## config.mk

```make
export PLATFORM = sky130hd
export DESIGN_NAME = batch_summer
export DESIGN_NICKNAME = d
export VERILOG_FILES = /design/src/rtl/batch_summer.sv
export SDC_FILE = /design/constraint.sdc
export NUM_CORES = 1
export LEC_CHECK = 0
export CAP_MARGIN = 25
export CORE_MARGIN = 4
export CORE_UTILIZATION = 25
export CTS_CLUSTER_DIAMETER = 150
export DETAILED_ROUTE_END_ITERATION = 16
export DONT_BUFFER_PORTS = 1
export GPL_ROUTABILITY_DRIVEN = 0
export PLACE_DENSITY_LB_ADDON = 0.3
export SLEW_MARGIN = 25
export SYNTH_ARGS = -nofsm -noshare
export SYNTH_HDL_FRONTEND = slang
export SYNTH_SLANG_ARGS = --single-unit
```

## constraint.sdc

```tcl
create_clock -name clk -period 1.8 [get_ports clk]
set_clock_uncertainty 0.15 [all_clocks]
set_input_delay 0.09 -clock clk [delete_from_list [all_inputs] [get_ports clk]]
set_output_delay 0.09 -clock clk [all_outputs]
set_load 0.05 [all_outputs]
```

## src/rtl/batch_summer.sv

```systemverilog
// Batch accumulator: sums BATCH unsigned numbers (or fewer on flush) and offers
// each sum with its item count downstream over a valid/ready handshake.
module batch_summer #(
  parameter int WIDTH     = 5,
  parameter int BATCH     = 4,
  parameter int SUM_WIDTH = WIDTH + $clog2(BATCH),
  parameter int CNT_WIDTH = $clog2(BATCH + 1)
) (
  input  logic                 clk,
  input  logic                 reset,
  input  logic                 prev_valid,
  output logic                 this_ready,
  input  logic [WIDTH-1:0]     input_num,
  input  logic                 flush,
  output logic                 this_valid,
  input  logic                 next_ready,
  output logic [SUM_WIDTH-1:0] output_num,
  output logic [CNT_WIDTH-1:0] output_count
);

  typedef enum logic {
    ACCUM = 1'b0,
    EMIT  = 1'b1
  } state_t;

  state_t                 state_reg, state_next;
  logic [SUM_WIDTH-1:0]   acc_reg, acc_next;
  logic [CNT_WIDTH-1:0]   cnt_reg, cnt_next;
  logic [SUM_WIDTH-1:0]   out_num_reg, out_num_next;
  logic [CNT_WIDTH-1:0]   out_cnt_reg, out_cnt_next;

  logic [SUM_WIDTH-1:0]   acc_sum;
  logic [CNT_WIDTH-1:0]   cnt_inc;
  logic                   in_xfer;
  logic                   out_xfer;

  // Ready depends on state and reset only, so no combinational path from next_ready.
  assign this_ready   = (state_reg == ACCUM) && reset;
  assign this_valid   = (state_reg == EMIT);
  assign output_num   = out_num_reg;
  assign output_count = out_cnt_reg;

  assign in_xfer  = prev_valid && this_ready;
  assign out_xfer = this_valid && next_ready;
  assign acc_sum  = acc_reg + SUM_WIDTH'(input_num);
  assign cnt_inc  = cnt_reg + CNT_WIDTH'(1);

  always_comb begin
    state_next   = state_reg;
    acc_next     = acc_reg;
    cnt_next     = cnt_reg;
    out_num_next = out_num_reg;
    out_cnt_next = out_cnt_reg;
    unique case (state_reg)
      ACCUM: begin
        if (in_xfer) begin
          acc_next = acc_sum;
          cnt_next = cnt_inc;
          if ((cnt_inc == CNT_WIDTH'(BATCH)) || flush) begin
            state_next   = EMIT;
            out_num_next = acc_sum;
            out_cnt_next = cnt_inc;
          end
        end else if (flush && (cnt_reg != '0)) begin
          // An empty batch is never emitted; flush only closes a non-empty one.
          state_next   = EMIT;
          out_num_next = acc_reg;
          out_cnt_next = cnt_reg;
        end
      end
      EMIT: begin
        if (out_xfer) begin
          state_next = ACCUM;
          acc_next   = '0;
          cnt_next   = '0;
        end
      end
      default: state_next = ACCUM;
    endcase
  end

  always_ff @(posedge clk) begin
    if (!reset) begin
      state_reg   <= ACCUM;
      acc_reg     <= '0;
      cnt_reg     <= '0;
      out_num_reg <= '0;
      out_cnt_reg <= '0;
    end else begin
      state_reg   <= state_next;
      acc_reg     <= acc_next;
      cnt_reg     <= cnt_next;
      out_num_reg <= out_num_next;
      out_cnt_reg <= out_cnt_next;
    end
  end

endmodule

```

==> flow_summary.toml, run 1 <==
[setup_path]
crit_chain = "ha_4 -> inv_2 -> fa_2 -> nor2b_4 -> o31a_1 -> o211ai_1 -> xor2_1 -> a21oi_1"
critPathBufInv = 1
arrival_ns = 1.82
start_kind = "register"
critPathSlowestCell = "dfxtp_2"
path_max_fanout = 3
crit_type = "register to register"
end_kind = "register"
cpLargestDelayFamily = "adder cells"
required_ns = 1.80
max_stage_delay_ns = 0.36

[clocking]
clock-sinks = 21
cts_root_buf = "clkbuf_8"
clockBufferDepth = 2
clk_latency_ns = 0.26
cts_buffers = 3
cts_tree = "done"
path_clk_slew_ns = 0.08
h-tree-depth = 1

[finish]
antenna_cells = 0
final_common_cell = "buf_4"
fill_cells = 441
nets = 175
stdcell_count = 205
drive_gt1_share_pct = 32.9
final_area_um2 = 1460
area_growth_pct = 35.5
final_cell_mix = "buf_4 (25), nor2_1 (22), dfxtp_1 (18), inv_1 (9), a21oi_1 (8)"

[drt]
num_vias = 978
topRoutingLayerUsed = "met4"
first_pass_iters = 4
drc = 0
dr_wl_met3_um = 181
post_drt_wl_per_cell_um = 13.3
wl_met2_um = 1400
routed_wl_um = 2730
drt.antenna.violating_nets = 0
routed_via_density = 4.77
drtIter0Drc = 18
wl_met1_um = 1150

[timing]
max_freq_mhz = 549
fin_crit_ns = 1.82
setup_ws_ns = -0.0212
setup_viol = 1
rsz0062_at_grt = "true"
final-hold-violation-count = 0
tightest_slew_ns = 0.457
finalMaxSlewViolations = 0
post-route-period-util_pct = 101
relSlewSlack_pct = 69.5

[die]
die_w_um = 73.7
core_area_um2 = 4090
start_util_pct = 26.4
fp-row-count = 23
die_h_um = 73.7
die_area_um2 = 5430
io_pins = 22

[power_and_ir_drop]
comb_power_share_pct = 28.9
leakage_nw = 0.609
cell_internal_pwr_w = 0.000788
clkPwrFrac_pct = 26.4
p_seq_share_pct = 44.7
switchingPower_w = 0.000366
swShare_pct = 31.7
power.density_nw_per_um2 = 789
ir_drop_v = 0.000509

[global_routing]
grtUsageTotal_pct = 9.96
grt_max_degree = 13
grt_overflow = 0
antenna_found_initial = 0
grt_pass1_vias = 971
grt_first_pass_wirelength_um = 4240

[synthesis]
synth_cell_types = 32
ys_seq_elements = 21
syn_nets = 144
synth_area_um2 = 1080
async_flop_share_pct = 0
syn_inst = 125
postSynthAreaPerCell_um2 = 8.63
synth_edf_count = 0
ys_warn_count = 0
synthFlopType = "dfxtp_1"
yosysSeqAreaShare_pct = 39.0

[outcome]
violations = "negative setup slack"
status = "finished with violations"

[run]
cap_violations = 0

[placement]
placed_area_um2 = 1290
io_buffers = 0
dpl.hpwl_um = 1990
placed_cells = 193

[hold_path]
hold_path.class = "input port to register"
==> cells by family (layout without fill, tap and decap cells) <==
family / count (synthesis) / count (layout) / synth area share (%)
compound gates: 34 / 34 / 20.5
xor+xnor: 3 / 3 / 2.44
fa+ha+maj: 9 / 9 / 11.1
buf+inv: 14 / 44 / 6.38
flops: 21 / 21 / 39.0
mux: 2 / 2 / 2.32
simple gates: 42 / 42 / 18.2
==> power groups by stage <==
stage          Combinational, W  Clock [W]  Sequential [W]
6_report               0.000333   0.000305        0.000515
4_1_cts                0.000315   0.000325        0.000516
3_5_place_dp           0.000292          0        0.000526
3_3_place_gp           0.000288          0        0.000524
2_1_floorplan          0.000148          0        0.000586
5_1_grt                0.000363   0.000346        0.000519
==> through the flow <==
step                      hold slack, ns  setup TNS [ns]  utilization, %  total power [W]  setup slack, ns
after global routing              0.0442          -0.476            35.8          0.00123           -0.134
after global placement            0.0847          -0.116            31.6         0.000812          -0.0469
after detailed placement          0.0864          -0.516            31.6         0.000818          -0.0903
final                             0.0294         -0.0212            35.8          0.00115          -0.0212
after CTS                         0.0208         -0.0236            34.5          0.00116          -0.0187
after floorplan                   0.0784               0               -         0.000735           0.0165
==> routing by layer <==
layer  vias up  track usage, %
li1        489               -
met1       460            11.1
met2        27            17.7
met3         2            4.24
met4         0            1.61
met5         -               0
==> cell usage after synthesis, drive strengths merged, types with 2 or more instances <==
library cell	count	area, um^2
xor2	2	17.5
a211oi	7	52.6
nor3	5	25.0
buf	3	27.5
a22oi	2	15.0
ha	8	100
nand2	5	18.8
nor2b	6	40.0
inv	10	37.5
o21ai	8	40.0
dfxtp	21	420
a21oi	9	45.0
nor2	23	88.8
==> area by class of cell <==
cell class / count / area (um^2) / area share, %
clock buffers: 3 / 41.3 / 2.83
clock inverters: 1 / 5.00 / 0.342
inverters: 10 / 37.5 / 2.57
multi-input cells: 90 / 652 / 44.6
flip-flops and latches: 21 / 424 / 29.0
well taps: 50 / 62.6 / 4.28
repair buffers: 30 / 239 / 16.4
==> worst min-delay path, delay by kind of cell <==
family          cells  cell delay [ns]
compound gates      1             0.08
simple gates        2             0.22
==> final timing paths <==
| path | depth (start not counted) | startpoint | end | slack [ns] |
|---|---|---|---|---|
| max reg2reg | 8 | acc_reg[0]$_SDFFE_PN0P_ | output_num[6]$_SDFFE_PN0P_ | -0.02 |
| min reg2reg | 2 | output_num[1]$_SDFFE_PN0P_ | output_num[1]$_SDFFE_PN0P_ | 0.35 |
| min | 3 | reset | output_num[0]$_SDFFE_PN0P_ | 0.03 |
| max | 8 | acc_reg[0]$_SDFFE_PN0P_ | output_num[6]$_SDFFE_PN0P_ | -0.02 |
==> repair_timing <==
item                                    in CTS  in global routing
hold buffers                                 4                  0
setup buffers                                2                  2
pin swaps                                    6                  5
gates resized for setup                      7                  8
hold endpoints to repair                    14                  0
endpoints found under the setup margin      11                 12
Power figures use the tool's default switching activity.
==> run 2, diff against run 1 <==
--- a/config.mk
+++ b/config.mk
@@ -6,12 +6,13 @@
 export NUM_CORES = 1
 export LEC_CHECK = 0
 export CAP_MARGIN = 25
-export CORE_MARGIN = 4
+export CORE_MARGIN = 3
 export CORE_UTILIZATION = 25
 export CTS_CLUSTER_DIAMETER = 150
 export DETAILED_ROUTE_END_ITERATION = 16
 export DONT_BUFFER_PORTS = 1
 export GPL_ROUTABILITY_DRIVEN = 0
+export GPL_TIMING_DRIVEN = 0
 export PLACE_DENSITY_LB_ADDON = 0.3
 export SLEW_MARGIN = 25
 export SYNTH_ARGS = -nofsm -noshare
==> flow_summary.toml, run 2 (synthesis results as in run 1) <==
[outcome]
status = "finished with violations"
violations = "negative hold slack, negative setup slack"

[placement]
io_buffers = 0
placed_area_um2 = 1160
dpl.hpwl_um = 1830

[global_routing]
grt_max_degree = 12
grtUsageTotal_pct = 10.3
grt_first_pass_wirelength_um = 4180
antenna_found_initial = 0
grt_overflow = 0
grt_pass1_vias = 926

[clocking]
h-tree-depth = 1
clock-sinks = 21
clk_latency_ns = 0.26
cts_tree = "done"
clockBufferDepth = 2
cts_root_buf = "clkbuf_8"
cts_buffers = 3
path_clk_slew_ns = 0.08

[timing]
finalMaxSlewViolations = 0
max_freq_mhz = 539
whs_ns = -0.0370
tightest_slew_ns = 0.891
relSlewSlack_pct = 40.4
post-route-period-util_pct = 103
setup_ws_ns = -0.0545
rsz0062_at_grt = "true"
final-hold-violation-count = 1
fin_crit_ns = 1.85
setup_viol = 4

[power_and_ir_drop]
power_w = 0.00110
power.density_nw_per_um2 = 829
ir_drop_v = 0.000470
leakage_nw = 0.524

[hold_path]
hold_path.class = "input port to register"

[setup_path]
crit_chain = "ha_4 -> inv_2 -> fa_2 -> nor2b_4 -> o31a_1 -> o211ai_1 -> xor2_1 -> a21oi_1"
start_kind = "register"
crit_type = "register to register"
critPathSlowestCell = "dfxtp_2"
path_max_fanout = 3
required_ns = 1.79
rrSetupSlack_ns = -0.05
arrival_ns = 1.85
max_stage_delay_ns = 0.36
end_kind = "register"

[die]
io_pins = 22
core_area_um2 = 4090
die_h_um = 71.7
start_util_pct = 26.4
die_w_um = 71.7
die_area_um2 = 5140
fp-row-count = 23

[finish]
final_area_um2 = 1330
antenna_cells = 0
drive_gt1_share_pct = 21.4
nets = 160
final_common_cell = "nor2_1"
area_growth_pct = 23.3
final_cell_mix = "nor2_1 (22), dfxtp_1 (17), inv_1 (8), a21oi_1 (8)"
fill_cells = 429

[drt]
routed_via_density = 4.77
routed_wl_um = 2510
first_pass_iters = 4
drtIter0Drc = 28
post_drt_wl_per_cell_um = 13.2
drt.antenna.violating_nets = 0
drc = 0
num_vias = 906

[run]
cap_violations = 0
[run 2: changes by cell type in the layout (fill, tap and decap cells not counted), moves of 2 or more]
cell and change:
buf_4 -21, nor3_1 +2, buf_2 +2, clkbuf_1 +2, nor3_2 -2, a211oi_2 -2
a211oi_1 +2
[run 2: path summary, 6_finish.rpt]
| kind | cells after the start | start | to |
|---|---|---|---|
| max | 8 | acc_reg[0]$_SDFFE_PN0P_ | output_num[6]$_SDFFE_PN0P_ |
| min | 3 | prev_valid | cnt_reg[0]$_SDFFE_PN0P_ |
| max reg2reg | 8 | acc_reg[0]$_SDFFE_PN0P_ | output_num[6]$_SDFFE_PN0P_ |
| min reg2reg | 2 | cnt_reg[0]$_SDFFE_PN0P_ | cnt_reg[0]$_SDFFE_PN0P_ |
[run 2: worst max-delay path: cells and delay by family, from the launching register on]
kind / cells / cell delay [ns]
fa+ha+maj: 2 / 0.49
flops: 1 / 0.36
compound gates: 3 / 0.35
xor+xnor: 1 / 0.21
simple gates: 1 / 0.14
buf+inv: 1 / 0.03
[run 2: report_power, final]
part | switching (W) | leakage (nW) | internal, W
sequential | 0.0000877 | 0.173 | 0.000496
clock | 0.000148 | 0.0228 | 0.000157
combinational | 0.000114 | 0.328 | 0.0000998
[run 2: metrics by stage]
step                setup TNS, ns  std cells  util (%)  worst slack [ns]
floorplan                       0        125         -            0.0165
finish                     -0.120        190      32.5           -0.0545
CTS                        -0.449        186      31.2           -0.0862
detailed placement         -0.629        175      28.4            -0.161
global route                -1.07        190      32.5            -0.211
global placement           -0.439        175      28.4            -0.142
[run 2: final cells by class]
class                           count  area, um^2  area share [%]
Sequential cell                    21         428            32.2
Inverter                           10        37.5            2.82
Timing Repair Buffer               11        90.1            6.77
Tap cell                           50        62.6            4.70
Multi-Input combinational cell     90         636            47.8
Buffer                              4        31.3            2.35
Clock buffer                        4        45.0            3.39
[run 2: layer usage]
layer	GRT usage [%]	wire length [um]	up-vias
li1	-	-	466
met1	11.7	1060	417
met2	17.4	1230	21
met3	5.61	218	2
met4	1.25	8	0
met5	0	0	-
[run 2: timing repair]
action / CTS / global route
hold endpoints to repair: 13 / 0
pin swaps: 4 / 8
gates resized for setup: 3 / 10
setup buffers: 2 / 3
endpoints found under the setup margin: 11 / 14
gates cloned: 0 / 1
hold buffers: 5 / 0
